`config.mk`:
```
export PLATFORM = sky130hd
export DESIGN_NAME = scoreboard_controller_mp
export DESIGN_NICKNAME = d
export VERILOG_FILES = /design/src/rtl/scoreboard_controller_mp.sv
export SDC_FILE = /design/constraint.sdc
export NUM_CORES = 1
export LEC_CHECK = 0
export CELL_PAD_IN_SITES_DETAIL_PLACEMENT = 0
export CELL_PAD_IN_SITES_GLOBAL_PLACEMENT = 1
export CORE_AREA = 2 2 111 113
export CTS_CLUSTER_SIZE = 24
export DETAILED_ROUTE_END_ITERATION = 12
export DIE_AREA = 0 0 113 115
export PLACE_DENSITY_LB_ADDON = 0.1
export SLEW_MARGIN = 15
export SYNTH_ARGS = -nofsm -noshare
export SYNTH_HDL_FRONTEND = slang
export SYNTH_SLANG_ARGS = --single-unit
```
`constraint.sdc`:
```
create_clock -name clk -period 5.4 [get_ports clk]
set_input_delay 0.81 -clock clk [delete_from_list [all_inputs] [get_ports clk]]
set_output_delay 0.81 -clock clk [all_outputs]
set_load 0.02 [all_outputs]
```
`src/rtl/scoreboard_controller_mp.sv`:
```
// Multi-player BCD scoreboard: per-player scores, round countdown timer, shared level and leader flag.
// Segment outputs decode registered counters directly; points land two clocks after Pt rises.
module scoreboard_controller_mp #(
  parameter int NUM_PLAYERS  = 2,
  parameter int POINT_DIGITS = 3,
  parameter int TIMER_DIGITS = 2,
  parameter int ROUND_TIME   = 30,
  parameter int TICK_DIV     = 4,
  parameter int LEVEL_POINTS = 20,
  parameter int MAX_LEVEL    = 3
) (
  input  logic                                  clk,
  input  logic                                  rst,
  input  logic                                  St,
  input  logic [NUM_PLAYERS-1:0]                Pt,
  output logic                                  Done,
  output logic [NUM_PLAYERS*POINT_DIGITS*7-1:0] seg7_points,
  output logic [TIMER_DIGITS*7-1:0]             seg7_timer,
  output logic [6:0]                            seg7_level,
  output logic [((NUM_PLAYERS > 1) ? $clog2(NUM_PLAYERS) : 1)-1:0] leader,
  output logic                                  lead_valid
);

  localparam int LW = (NUM_PLAYERS > 1) ? $clog2(NUM_PLAYERS) : 1;
  localparam int SW = POINT_DIGITS * 4;
  localparam int TW = TIMER_DIGITS * 4;
  localparam int PW = $clog2(LEVEL_POINTS + NUM_PLAYERS + 1);
  localparam int CW = $clog2(TICK_DIV + 1);

  if (NUM_PLAYERS < 1 || NUM_PLAYERS > 4 || POINT_DIGITS < 1 || POINT_DIGITS > 4 ||
      TIMER_DIGITS < 1 || TIMER_DIGITS > 3 || ROUND_TIME < 0 || ROUND_TIME >= 10**TIMER_DIGITS ||
      TICK_DIV < 1 || LEVEL_POINTS < 1 || MAX_LEVEL < 1 || MAX_LEVEL > 9) begin : g_bad_param
    $error("scoreboard_controller_mp: parameter out of range");
  end

  function automatic logic [TW-1:0] to_bcd(input int v);
    logic [TW-1:0] r;
    int            x;
    r = '0;
    x = v;
    for (int i = 0; i < TIMER_DIGITS; i++) begin
      r[i*4 +: 4] = 4'(x % 10);
      x = x / 10;
    end
    return r;
  endfunction

  localparam logic [TW-1:0] ROUND_BCD = to_bcd(ROUND_TIME);

  // Saturating BCD increment: all-9s holds.
  function automatic logic [SW-1:0] bcd_inc(input logic [SW-1:0] v);
    logic [SW-1:0] r;
    logic          all9;
    logic          c;
    all9 = 1'b1;
    for (int i = 0; i < POINT_DIGITS; i++) if (v[i*4 +: 4] != 4'd9) all9 = 1'b0;
    r = v;
    c = ~all9;
    for (int i = 0; i < POINT_DIGITS; i++) begin
      if (c) begin
        if (r[i*4 +: 4] == 4'd9) r[i*4 +: 4] = 4'd0;
        else begin
          r[i*4 +: 4] = r[i*4 +: 4] + 4'd1;
          c = 1'b0;
        end
      end
    end
    return r;
  endfunction

  function automatic logic [TW-1:0] bcd_dec(input logic [TW-1:0] v);
    logic [TW-1:0] r;
    logic          b;
    r = v;
    b = (v != '0);
    for (int i = 0; i < TIMER_DIGITS; i++) begin
      if (b) begin
        if (r[i*4 +: 4] == 4'd0) r[i*4 +: 4] = 4'd9;
        else begin
          r[i*4 +: 4] = r[i*4 +: 4] - 4'd1;
          b = 1'b0;
        end
      end
    end
    return r;
  endfunction

  function automatic logic [6:0] seg(input logic [3:0] d);
    case (d)
      4'd0: seg = 7'h3F;  4'd1: seg = 7'h06;  4'd2: seg = 7'h5B;  4'd3: seg = 7'h4F;
      4'd4: seg = 7'h66;  4'd5: seg = 7'h6D;  4'd6: seg = 7'h7D;  4'd7: seg = 7'h07;
      4'd8: seg = 7'h7F;  4'd9: seg = 7'h6F;  default: seg = 7'h00;
    endcase
  endfunction

  typedef enum logic [1:0] {S_IDLE, S_ARMED, S_RUN, S_DONE} state_t;

  state_t                 state_q, state_d;
  logic [SW-1:0]          score_q [NUM_PLAYERS];
  logic [SW-1:0]          score_d [NUM_PLAYERS];
  logic [TW-1:0]          timer_q, timer_d;
  logic [3:0]             level_q, level_d;
  logic [PW-1:0]          lpts_q, lpts_d;
  logic [CW-1:0]          tick_q, tick_d;
  logic [NUM_PLAYERS-1:0] pt_q, pt_prev_q, pt_edge;
  logic [LW-1:0]          leader_q, leader_d;
  logic                   lead_valid_q, lead_valid_d;
  logic [PW-1:0]          pts_sum;
  logic                   expire;

  assign pt_edge = pt_q & ~pt_prev_q;

  always_comb begin
    state_d = state_q;
    timer_d = timer_q;
    level_d = level_q;
    lpts_d  = lpts_q;
    tick_d  = tick_q;
    for (int p = 0; p < NUM_PLAYERS; p++) score_d[p] = score_q[p];
    expire  = 1'b0;
    pts_sum = lpts_q;
    for (int p = 0; p < NUM_PLAYERS; p++) if (pt_edge[p]) pts_sum = pts_sum + PW'(1);

    case (state_q)
      S_IDLE:  if (St) state_d = S_ARMED;
      S_ARMED: if (!St) state_d = S_RUN;
      S_RUN: begin
        if (St) state_d = S_ARMED;
        else begin
          for (int p = 0; p < NUM_PLAYERS; p++) if (pt_edge[p]) score_d[p] = bcd_inc(score_q[p]);
          if (tick_q == CW'(TICK_DIV - 1)) begin
            tick_d  = '0;
            timer_d = bcd_dec(timer_q);
            expire  = (timer_d == '0);
          end else begin
            tick_d = tick_q + CW'(1);
          end
          // Level-up overrides an expiry on the same edge by reloading the timer.
          if (pts_sum >= PW'(LEVEL_POINTS)) begin
            if (level_q < 4'(MAX_LEVEL)) begin
              level_d = level_q + 4'd1;
              lpts_d  = '0;
              timer_d = ROUND_BCD;
              tick_d  = '0;
            end else begin
              lpts_d  = PW'(LEVEL_POINTS);
              state_d = S_DONE;
            end
          end else begin
            lpts_d = pts_sum;
            if (expire) state_d = S_DONE;
          end
        end
      end
      S_DONE:  if (St) state_d = S_ARMED;
      default: state_d = S_IDLE;
    endcase

    // Clearing on entry as well as while armed makes a restart visible on the St edge itself.
    if (state_d == S_ARMED || state_q == S_ARMED) begin
      for (int p = 0; p < NUM_PLAYERS; p++) score_d[p] = '0;
      timer_d = ROUND_BCD;
      level_d = 4'd1;
      lpts_d  = '0;
      tick_d  = '0;
    end
  end

  always_comb begin
    logic [SW-1:0] best;
    int            ntop;
    best     = score_q[0];
    leader_d = '0;
    ntop     = 0;
    for (int p = 1; p < NUM_PLAYERS; p++) begin
      if (score_q[p] > best) begin
        best     = score_q[p];
        leader_d = LW'(p);
      end
    end
    for (int p = 0; p < NUM_PLAYERS; p++) if (score_q[p] == best) ntop = ntop + 1;
    lead_valid_d = (ntop == 1);
  end

  always_ff @(posedge clk or posedge rst) begin
    if (rst) begin
      state_q      <= S_IDLE;
      for (int p = 0; p < NUM_PLAYERS; p++) score_q[p] <= '0;
      timer_q      <= ROUND_BCD;
      level_q      <= 4'd1;
      lpts_q       <= '0;
      tick_q       <= '0;
      pt_q         <= '0;
      pt_prev_q    <= '0;
      leader_q     <= '0;
      lead_valid_q <= 1'b0;
    end else begin
      state_q      <= state_d;
      for (int p = 0; p < NUM_PLAYERS; p++) score_q[p] <= score_d[p];
      timer_q      <= timer_d;
      level_q      <= level_d;
      lpts_q       <= lpts_d;
      tick_q       <= tick_d;
      pt_q         <= Pt;
      pt_prev_q    <= pt_q;
      leader_q     <= leader_d;
      lead_valid_q <= lead_valid_d;
    end
  end

  for (genvar p = 0; p < NUM_PLAYERS; p++) begin : g_pseg
    for (genvar d = 0; d < POINT_DIGITS; d++) begin : g_dig
      assign seg7_points[(p*POINT_DIGITS+d)*7 +: 7] = seg(score_q[p][d*4 +: 4]);
    end
  end
  for (genvar d = 0; d < TIMER_DIGITS; d++) begin : g_tseg
    assign seg7_timer[d*7 +: 7] = seg(timer_q[d*4 +: 4]);
  end

  assign seg7_level = seg(level_q);
  assign Done       = (state_q == S_DONE);
  assign leader     = leader_q;
  assign lead_valid = lead_valid_q;

endmodule
```
==> results.ini, run 1 <==
[outcome]
status=finished with violations
violations=DRC

[floorplan]
die_h_um=115
die-area_mm2=0.01300
ios=71
fp.dieW_um=113
core_area_mm2=0.01181
initial_core_util_pct=43.69
row_count=40

[cells_and_area]
nets=786
syn_to_final_growth_pct=17.97
drive_gt1_share_pct=3.720
nFillCells=1173
instances_no_fill=846
final_area_mm2=0.006087
final_cell_mix=83 x ha_1, 76 x nor2_1, 70 x clkdlybuf4s50_1
diodes=0
final_common_cell=ha_1

[timing]
period_share_pct=64.59
maxSlewViolCount=0
rsz0062_at_grt=false
worst_pin_slew_ns=1.044
finalHoldViolCount=0
min_period_ns=3.488
max-slew-margin-rel_pct=30.42
fmax_mhz=286.7
setup_ws_ns=1.912
setup-violations-final=0
tns_ns=0
finalClockSkew_ns=0.004431

[clock_tree]
cts_tree=built
clockRootBuffer=clkbuf_16
clock-sinks=52
cts_buffer_depth=2
post_cts_resized=0
cts-hold-fix-buffers=0
numCtsBuffers=5
post_cts_buffers=0
clkTransAtPathRegs_ns=0.07
cts_max_level=2
clk_latency_ns=0.29

[setup_path]
worstPathArrival_ns=3.70
worstSetupEndpointType=register
path_delay_family=compound AO/OA/AOI/OAI gates
path_buf_inv=1
path_cells=inv_1 -> ha_1 -> or3b_1 -> o41ai_4 -> o211ai_2 -> a2111oi_4 -> nand3_1 -> a31o_2 -> or3_1
worstPathRequired_ns=5.61
max_stage_delay_ns=0.53
critPathSlowestCell=a31o_2
reg2reg_setup_slack_ns=1.91
start_kind=register
critical_path_class=reg -> reg
critPathMaxFanout=41

[power]
total_power_mw=1.041
p_clk_share_pct=30.8
p_switching_uw=359.9
ir_worst_vdd_v=0.0001137
intPower_uw=681.4
pwr-share-comb_pct=28.0
p_leak_nw=2.733
power_density_mw_per_mm2=171.1
swShare_pct=34.56
seq_power_share_pct=41.1

[hold_path]
min_path_type=reg -> reg

[routing]
postRouteAntennaNets=0
detail_route.wl_per_cell_um=14.67
drt_first_pass_iters=9
routed_wirelength_um=12420
vias_per_cell=5.590
routed-via-count=4729
drc=3
drt-initial-drc-count=232

[logic_synthesis]
avgSynthCellArea_um2=7.988
synth.area.top_cells=dfrtp_1 24%, ha_1 20%, a21oi_1 5.9%, nor2_1 5.5%, o21ai_0 5.1%
syn-cell-area_mm2=0.005160
ys_types=63
syn_nets=734
yosysWarnings=0
synthArstFlopShare_pct=100.0
synth_top_area_share_pct=23.76
synth-seq-area-share_pct=25.29
synth_ff_type=dfrtp_1
synth_cells=646
synth_largest_area_cell=dfrtp_1
ys_ff_latch=52
synth_edf_count=0

[grt]
overflow=0
track_usage_pct=19.41
grt_pass1_wl_um=21280
first_global_vias=4558
grt_max_degree=43
antenna_found_initial=0

[place]
portBuffers=70
routabilityCongestion=0.8062
dpl.hpwl_um=9379
place_inst=838
pre_cts_slack_ns=1.784
placed_area_mm2=0.005941

[run]
drv_cap=0

cells in the mapped netlist, types with 5 or more instances:
library cell,n
a21o_1,10
a21oi_1,61
a22o_1,9
a31oi_1,9
and3_1,5
clkbuf_1,23
dfrtp_1,49
ha_1,83
inv_1,45
nand2_1,49
nand2b_1,6
nand3_1,18
nand3b_1,5
nand4_1,8
nor2_1,76
nor2b_1,5
nor3_1,17
o21ai_0,53
o22ai_1,6
or3_1,7
xnor2_1,16
xor2_1,13
layout make-up:
cell class                 count  area [um^2]  share of cell area [%]
multi-input combinational    518         3552                   58.36
sequential                    52         1305                   21.44
timing repair buffer          72        715.7                   11.76
inverter                      49        183.9                   3.022
tap                          147        183.9                   3.022
clock buffer                   8        146.4                   2.405
metrics by stage:
step	util, %	hold WS (ns)
after floorplan	-	0.3882
after global placement	50.30	0.4125
after detailed placement	50.30	0.4121
after CTS	51.54	0.4267
after global routing	51.54	0.4453
final	51.54	0.4266
sequential cells by signal (all words and copies together) (netlist names):
signal      flops
pt_q            2
pt_prev_q       2
leader          1
timer_q         8
state_q         2
score_q        24
level_q         4
lead_valid      1
lpts_q          5
tick_q          3
power by group through the flow:
stage                     registers (mW)  logic [mW]  clock network [mW]
after global routing               0.431       0.331               0.344
final                              0.428       0.292               0.321
after floorplan                    0.433       0.226                   0
after global placement             0.435       0.290                   0
after CTS                          0.428       0.297               0.330
after detailed placement           0.435       0.296                   0
logic make-up after synthesis:
kind of cell / share of synthesized area, %
multiplexers: 0.7760
AO/OA/AOI/OAI: 23.35
XOR/XNOR: 4.922
flip-flops: 25.29
AND/OR/NAND/NOR: 19.67
adder cells (fa/ha/maj): 20.13
buffers and inverters: 5.868
per-layer routing:
| layer | track usage [%] | wire length, um | up-vias |
|---|---|---|---|
| li1 | - | - | 2378 |
| met1 | 24.77 | 5661 | 2255 |
| met2 | 35.41 | 6266 | 85 |
| met3 | 1.792 | 332 | 11 |
| met4 | 4.959 | 154 | 0 |
| met5 | 0 | 0 | - |
worst paths after layout:
path                                             start                endpoint  depth (start not counted)
min in group asynchronous                          rst  pt_prev_q[0]$_DFF_PP0_                          2
max in group asynchronous                          rst  timer_q[4]$_DFFE_PP1P_                          3
worst min register to register       pt_q[1]$_DFF_PP0_  pt_prev_q[1]$_DFF_PP0_                          0
worst max register to register  timer_q[0]$_DFFE_PP0P_  timer_q[5]$_DFFE_PP1P_                          9
worst max-delay path            timer_q[0]$_DFFE_PP0P_  timer_q[5]$_DFFE_PP1P_                          9
worst min-delay path                 pt_q[1]$_DFF_PP0_  pt_prev_q[1]$_DFF_PP0_                          0
No activity file was read; power rests on OpenSTA's default activity.
==> run 2: changes to the inputs <==
--- a/config.mk
+++ b/config.mk
@@ -7,10 +7,10 @@
 export LEC_CHECK = 0
 export CELL_PAD_IN_SITES_DETAIL_PLACEMENT = 0
 export CELL_PAD_IN_SITES_GLOBAL_PLACEMENT = 1
-export CORE_AREA = 2 2 111 113
+export CORE_AREA = 2 2 120 122
 export CTS_CLUSTER_SIZE = 24
 export DETAILED_ROUTE_END_ITERATION = 12
-export DIE_AREA = 0 0 113 115
+export DIE_AREA = 0 0 122 124
 export PLACE_DENSITY_LB_ADDON = 0.1
 export SLEW_MARGIN = 15
 export SYNTH_ARGS = -nofsm -noshare
==> constraint.sdc (replaced) <==
create_clock -name clk -period 3.1 [get_ports clk]
set_input_delay 0.465 -clock clk [delete_from_list [all_inputs] [get_ports clk]]
set_output_delay 0.465 -clock clk [all_outputs]
set_load 0.02 [all_outputs]
==> run 2 against run 1 <==
Compared with the run above:
- the run now ends clean
- global-route usage decreased by 1.2 points
- total power increased by 83%
- clock skew increased by 0.0024 ns
- cell area increased by 4.6%
- final cell count increased by 7.2%
- fmax increased by 18%
- flip-flop and latch count unchanged
- die area increased by 16%
==> results.ini, run 2 (same netlist as run 1, synthesis figures left out) <==
[routing]
routed-via-count=4790
drc=0
drt_first_pass_iters=4
postRouteAntennaNets=0
drt-initial-drc-count=234
detail_route.wl_per_cell_um=14.97
vias_per_cell=5.281
routed_wirelength_um=13580

[cells_and_area]
top_register=score_q
final_cell_mix=83 x ha_1, 76 x nor2_1, 70 x clkdlybuf4s50_1
instances_no_fill=907
syn_to_final_growth_pct=23.45
diodes=0
top_regs=score_q (24), timer_q (8), lpts_q (5)
drive_gt1_share_pct=7.703
post-route-util_pct=46.43
final_common_cell=ha_1
nets=814
largest_reg_flops=24
nFillCells=1418

[clock_tree]
cts_max_level=2
cts-hold-fix-buffers=0
cts_tree=built
clkTransAtPathRegs_ns=0.07
cts_buffer_depth=2
numCtsBuffers=5
clock-sinks=52
clk_latency_ns=0.30
clockRootBuffer=clkbuf_16

[floorplan]
die_h_um=124
initial_core_util_pct=37.61
core_area_mm2=0.01372
ios=71
die-area_mm2=0.01513
row_count=43
fp.dieW_um=122

[grt]
grt_max_degree=32
overflow=0
first_global_vias=4611
grt_pass1_wl_um=22280
track_usage_pct=18.18
antenna_found_initial=0

[setup_path]
start_kind=register
reg2reg_setup_slack_ns=0.15
worstPathArrival_ns=3.17
critPathMaxFanout=8
r2r-end=timer_q[5]$_DFFE_PP1P_
rr_worst_depth=10
worstSetupEndpointType=register
worstPathRequired_ns=3.32
r2r_start=lpts_q[1]$_DFFE_PP0P_
critical_path_class=reg -> reg

[hold_path]
min_path_type=reg -> reg
hold_end=pt_prev_q[1]$_DFF_PP0_
hold_path_startpoint=pt_q[1]$_DFF_PP0_
min_path_cells=0

[timing]
finalClockSkew_ns=0.006798
maxSlewViolCount=0
period_share_pct=95.09
max-slew-margin-rel_pct=52.91
hold_slack_ns=0.4379
tns_ns=0
setup_ws_ns=0.1523
worst_pin_slew_ns=0.7054
rsz0062_at_grt=false
min_period_ns=2.948
finalHoldViolCount=0
setup-violations-final=0
fmax_mhz=339.3

[power]
p_leak_nw=2.879
p_switching_uw=660.4
ir_worst_vdd_v=0.0002135
seq_power_share_pct=38.7
intPower_mw=1.249
p_clk_share_pct=30.2
swShare_pct=34.59
power_density_mw_per_mm2=299.7
pwr-share-comb_pct=31.1

[place]
pre_cts_slack_ns=0.06262
routabilityCongestion=0.8073
portBuffers=70
dpl.hpwl_um=10360
place_inst=894

[run]
drv_cap=0

[outcome]
status=finished, final reports clean

## run 2: routing by layer
layer  track usage [%]  part of all wire [%]  wire length, um  up-vias
met3             2.152                   2.7              368       12
met2             32.86                    50             6803       76
met4             5.819                   1.6              215        0
li1                  -                     -                -     2429
met5                 0                     0                0        -
met1             22.55                    46             6194     2273
## run 2: metrics by stage
stage	area (um^2)	total power [mW]
finish	6370	1.909
detailed placement	6167	1.328
global route	6370	2.019
global placement	6167	1.326
floorplan	5160	1.148
CTS	6314	1.916
## run 2: power by group through the flow
stage / Combinational (mW) / Clock, mW / Sequential (mW)
final: 0.593 / 0.577 / 0.739
after global routing: 0.655 / 0.619 / 0.744
after CTS: 0.579 / 0.596 / 0.740
after detailed placement: 0.575 / 0 / 0.752
after global placement: 0.574 / 0 / 0.753
after floorplan: 0.393 / 0 / 0.755
## run 2: how the worst max path moves through the flow
stage	endpoint	startpoint
2_1_floorplan	timer_q[5]$_DFFE_PP1P_	timer_q[1]$_DFFE_PP0P_
3_3_place_gp	score_q[19]$_DFFE_PP0P_	lpts_q[1]$_DFFE_PP0P_
3_5_place_dp	score_q[19]$_DFFE_PP0P_	lpts_q[1]$_DFFE_PP0P_
4_1_cts	tick_q[1]$_DFFE_PP0P_	lpts_q[1]$_DFFE_PP0P_
5_1_grt	timer_q[5]$_DFFE_PP1P_	lpts_q[0]$_DFFE_PP0P_
6_report	timer_q[5]$_DFFE_PP1P_	lpts_q[1]$_DFFE_PP0P_
## run 2: critical path, stage by stage (launching register included)
cell and delay [ns]:
dfrtp_1 0.39, ha_1 0.28, nand3b_1 0.12, nand2_1 0.09, ha_1 0.15, nand3b_1 0.15
or4b_4 0.52, a21o_1 0.21, a211o_1 0.30, a31o_4 0.28, or3_1 0.37
## run 2: layout make-up
type / instances / area (um^2) / area share (%)
well taps: 180 / 225.2 / 3.536
flip-flops and latches: 52 / 1305 / 20.49
clock buffers: 8 / 146.4 / 2.298
inverters: 49 / 183.9 / 2.887
multi-input cells: 518 / 3567 / 56.00
repair buffers: 100 / 942.2 / 14.79
## run 2: timing repair
action,in CTS,in global routing
gates resized for setup,0,5
buffers inserted,0,5
endpoints found under the setup margin,0,37
==> RTL change: new RTL, settings of run 2 <==
The output `lead_valid` loses its register stage (`lead_valid_q` becomes a continuous assignment).
--- a/src/rtl/scoreboard_controller_mp.sv
+++ b/src/rtl/scoreboard_controller_mp.sv
@@ -195,3 +195,2 @@
       leader_q     <= '0;
-      lead_valid_q <= 1'b0;
     end else begin
@@ -206,5 +205,6 @@
       leader_q     <= leader_d;
-      lead_valid_q <= lead_valid_d;
-    end
-  end
+    end
+  end
+
+  assign lead_valid_q = lead_valid_d;
 
Check against the original RTL: not equivalent (Yosys sat finds a counterexample within 4 cycles, from zero or initial values and one cycle with rst high).
==> RTL change against run 2 <==
Design area shrank 1.9%. Power up 28%. Worst hold slack worse by 0.068 ns. Sequential cell count is 1 lower. Area after synthesis shrank 1.9%. First-iteration DRC count shrank 5.6%. Routed wire length shrank 3.0%. Combinational power rose by 89%. Sequential share of layout area about the same. Sequential power increased by 6.1%. Largest cell class unchanged. Worst setup slack better by 0.050 ns.
==> RTL change: results (changes against run 2) <==
stage,metric,value,unit,change
setup_path,critical-path-slowest-cell,dfrtp_1,,
setup_path,cp_max_fo,11,,+3
global_route,grt_max_degree,52,,+63%
layout,num_antenna_cells,0,,unchanged
clock_network,ctsRootBufferMaster,clkbuf_16,,
clock_network,h-tree-depth,2,,unchanged
detailed_routing,firstDrtPassIters,4,,unchanged
detailed_routing,drt_iter0_markers,221,,-5.6%
yosys,ys.flop_type,dfrtp_1,,
setup_path,r2r_cells,13,,+3
outcome,outcome,completed,,
yosys,synthTopCellsByArea,"dfrtp_1, ha_1, a21oi_1, nor2_1, o21ai_0",,
setup_path,rr_endpoint,score_q[3]$_DFFE_PP0P_,,
global_route,antenna_found_initial,0,,unchanged
setup_path,crit_family,simple AND/OR/NAND/NOR gates,,
yosys,ys_seq_area_share,25.3,%,about the same
setup_path,max_stage_delay,0.46,ns,-0.06 ns
place,io_buffers,70,,unchanged
global_route,grtUsageTotal,17.0,%,-1.2 points
detailed_routing,via_count,4727,,-1.3%
setup_path,r2r-start,lpts_q[0]$_DFFE_PP0P_,,
power,peakVddDrop,223,uV,+4.3%
layout,drive_gt1_share,6.97,%,-0.73 points
detailed_routing,wl_per_cell,14.7,microns,-1.9%
place,place_inst,883,,-1.2%
layout,largestRegisters,"score_q x24, timer_q x8, lpts_q x5",,
clock_network,clk_latency,0.29,ns,
setup_path,rrSetupSlack,0.20,ns,+0.05 ns
yosys,yosys-top-cells-count,"ha_1, nor2_1, a21oi_1, o21ai_0, dfrtp_1",,
clock_network,cts_buffer_depth,2,,unchanged
yosys,synthesis.nets,731,,-0.41%
global_route,grt_pass1_vias,4497,,-2.5%
layout,design.final.nets,804,,-1.2%
yosys,yosysWarnings,0,,unchanged
layout,finalNonFillerCells,897,,-1.1%
setup_path,cp.arrival,3.07,ns,-0.10 ns
yosys,syn_inst,643,,-0.46%
sta,fin_skew,0.00844,ns,+0.00164 ns
worst_hold_path,hold_class,reg -> reg,,
clock_network,numCtsBuffers,5,,unchanged
setup_path,worst_setup_path_end_kind,flip-flop,,
global_route,grt_pass1_wl,21100,microns,-5.5%
power,leakage,2.84,nW,-1.3%
clock_network,path_clk_slew,0.07,ns,about the same
yosys,synth_cell_types,59,,-6.3%
place,place_hpwl,9430,microns,-9.0%
place,gp_congestion,0.822,,+1.8%
yosys,async_reset_ff_share,100,%,unchanged
setup_path,startpoint_type,flip-flop,,
sta,max_slew_margin,63.1,%,+10 points
==> RTL change: cell count changes in the layout (fill, tap and decap cells not counted), sizes merged, moves of 4 or more <==
cell,before,now
a21oi,61,74
buf,30,22
nand3,18,26
nor2,76,81
nor4,4,8
o21ai,53,58
or3,7,1
==> RTL change: how the worst min path moves through the flow <==
stage / start / to / slack (ns) / cells past startpoint
2_1_floorplan: pt_q[1]$_DFF_PP0_ / pt_prev_q[1]$_DFF_PP0_ / 0.35 / 0
3_3_place_gp: pt_q[1]$_DFF_PP0_ / pt_prev_q[1]$_DFF_PP0_ / 0.35 / 0
3_5_place_dp: pt_q[1]$_DFF_PP0_ / pt_prev_q[1]$_DFF_PP0_ / 0.36 / 0
4_1_cts: pt_q[1]$_DFF_PP0_ / pt_prev_q[1]$_DFF_PP0_ / 0.37 / 0
5_1_grt: pt_q[1]$_DFF_PP0_ / pt_prev_q[1]$_DFF_PP0_ / 0.39 / 0
6_report: pt_q[1]$_DFF_PP0_ / pt_prev_q[1]$_DFF_PP0_ / 0.37 / 0
==> RTL change: cells by family after synthesis <==
group | Yosys count | synth area share, %
xor+xnor | 29 | 5.02
mux | 5 | 1.24
compound gates | 184 | 21.4
flops | 51 | 25.3
simple gates | 216 | 20.1
buf+inv | 75 | 6.37
fa+ha+maj | 83 | 20.5
==> RTL change: stage by stage <==
stage | setup WS (ns) | area [sq um]
floorplan | 0.330 | 5060
global placement | 0.260 | 6000
detailed placement | 0.161 | 6000
CTS | 0.146 | 6140
global route | 0.0371 | 6250
finish | 0.202 | 6250
==> RTL change: metal layers <==
metal	vias to the layer above	wire (microns)	track usage (%)	share of wire, %
met5	-	0	0	0
met4	0	141	3.59	1.1
met3	10	395	1.69	3.0
met2	80	6780	31.9	51
met1	2252	5860	20.9	44
li1	2385	-	-	-
==> RTL change: area by class of cell <==
type                    count  area, sq um
fillers                  1418         7470
multi-input cells         517         3470
flip-flops and latches     51         1280
repair buffers             94          957
well taps                 180          225
inverters                  47          176
clock buffers               6          129
clock inverters             2         12.5
==> RTL change: report_power, final <==
group	switching [W]	internal (W)	leakage (nW)
logic	0.000617	0.000502	2.09
clock network	0.000246	0.000299	0.0669
registers	0.0000712	0.000712	0.689
==> RTL change: what timing repair did <==
item                                    4_1_cts  5_1_grt
endpoints found under the setup margin        0       44
endpoints found under the hold margin         0        0
setup buffers                                 0        3
resized for setup                             0        3
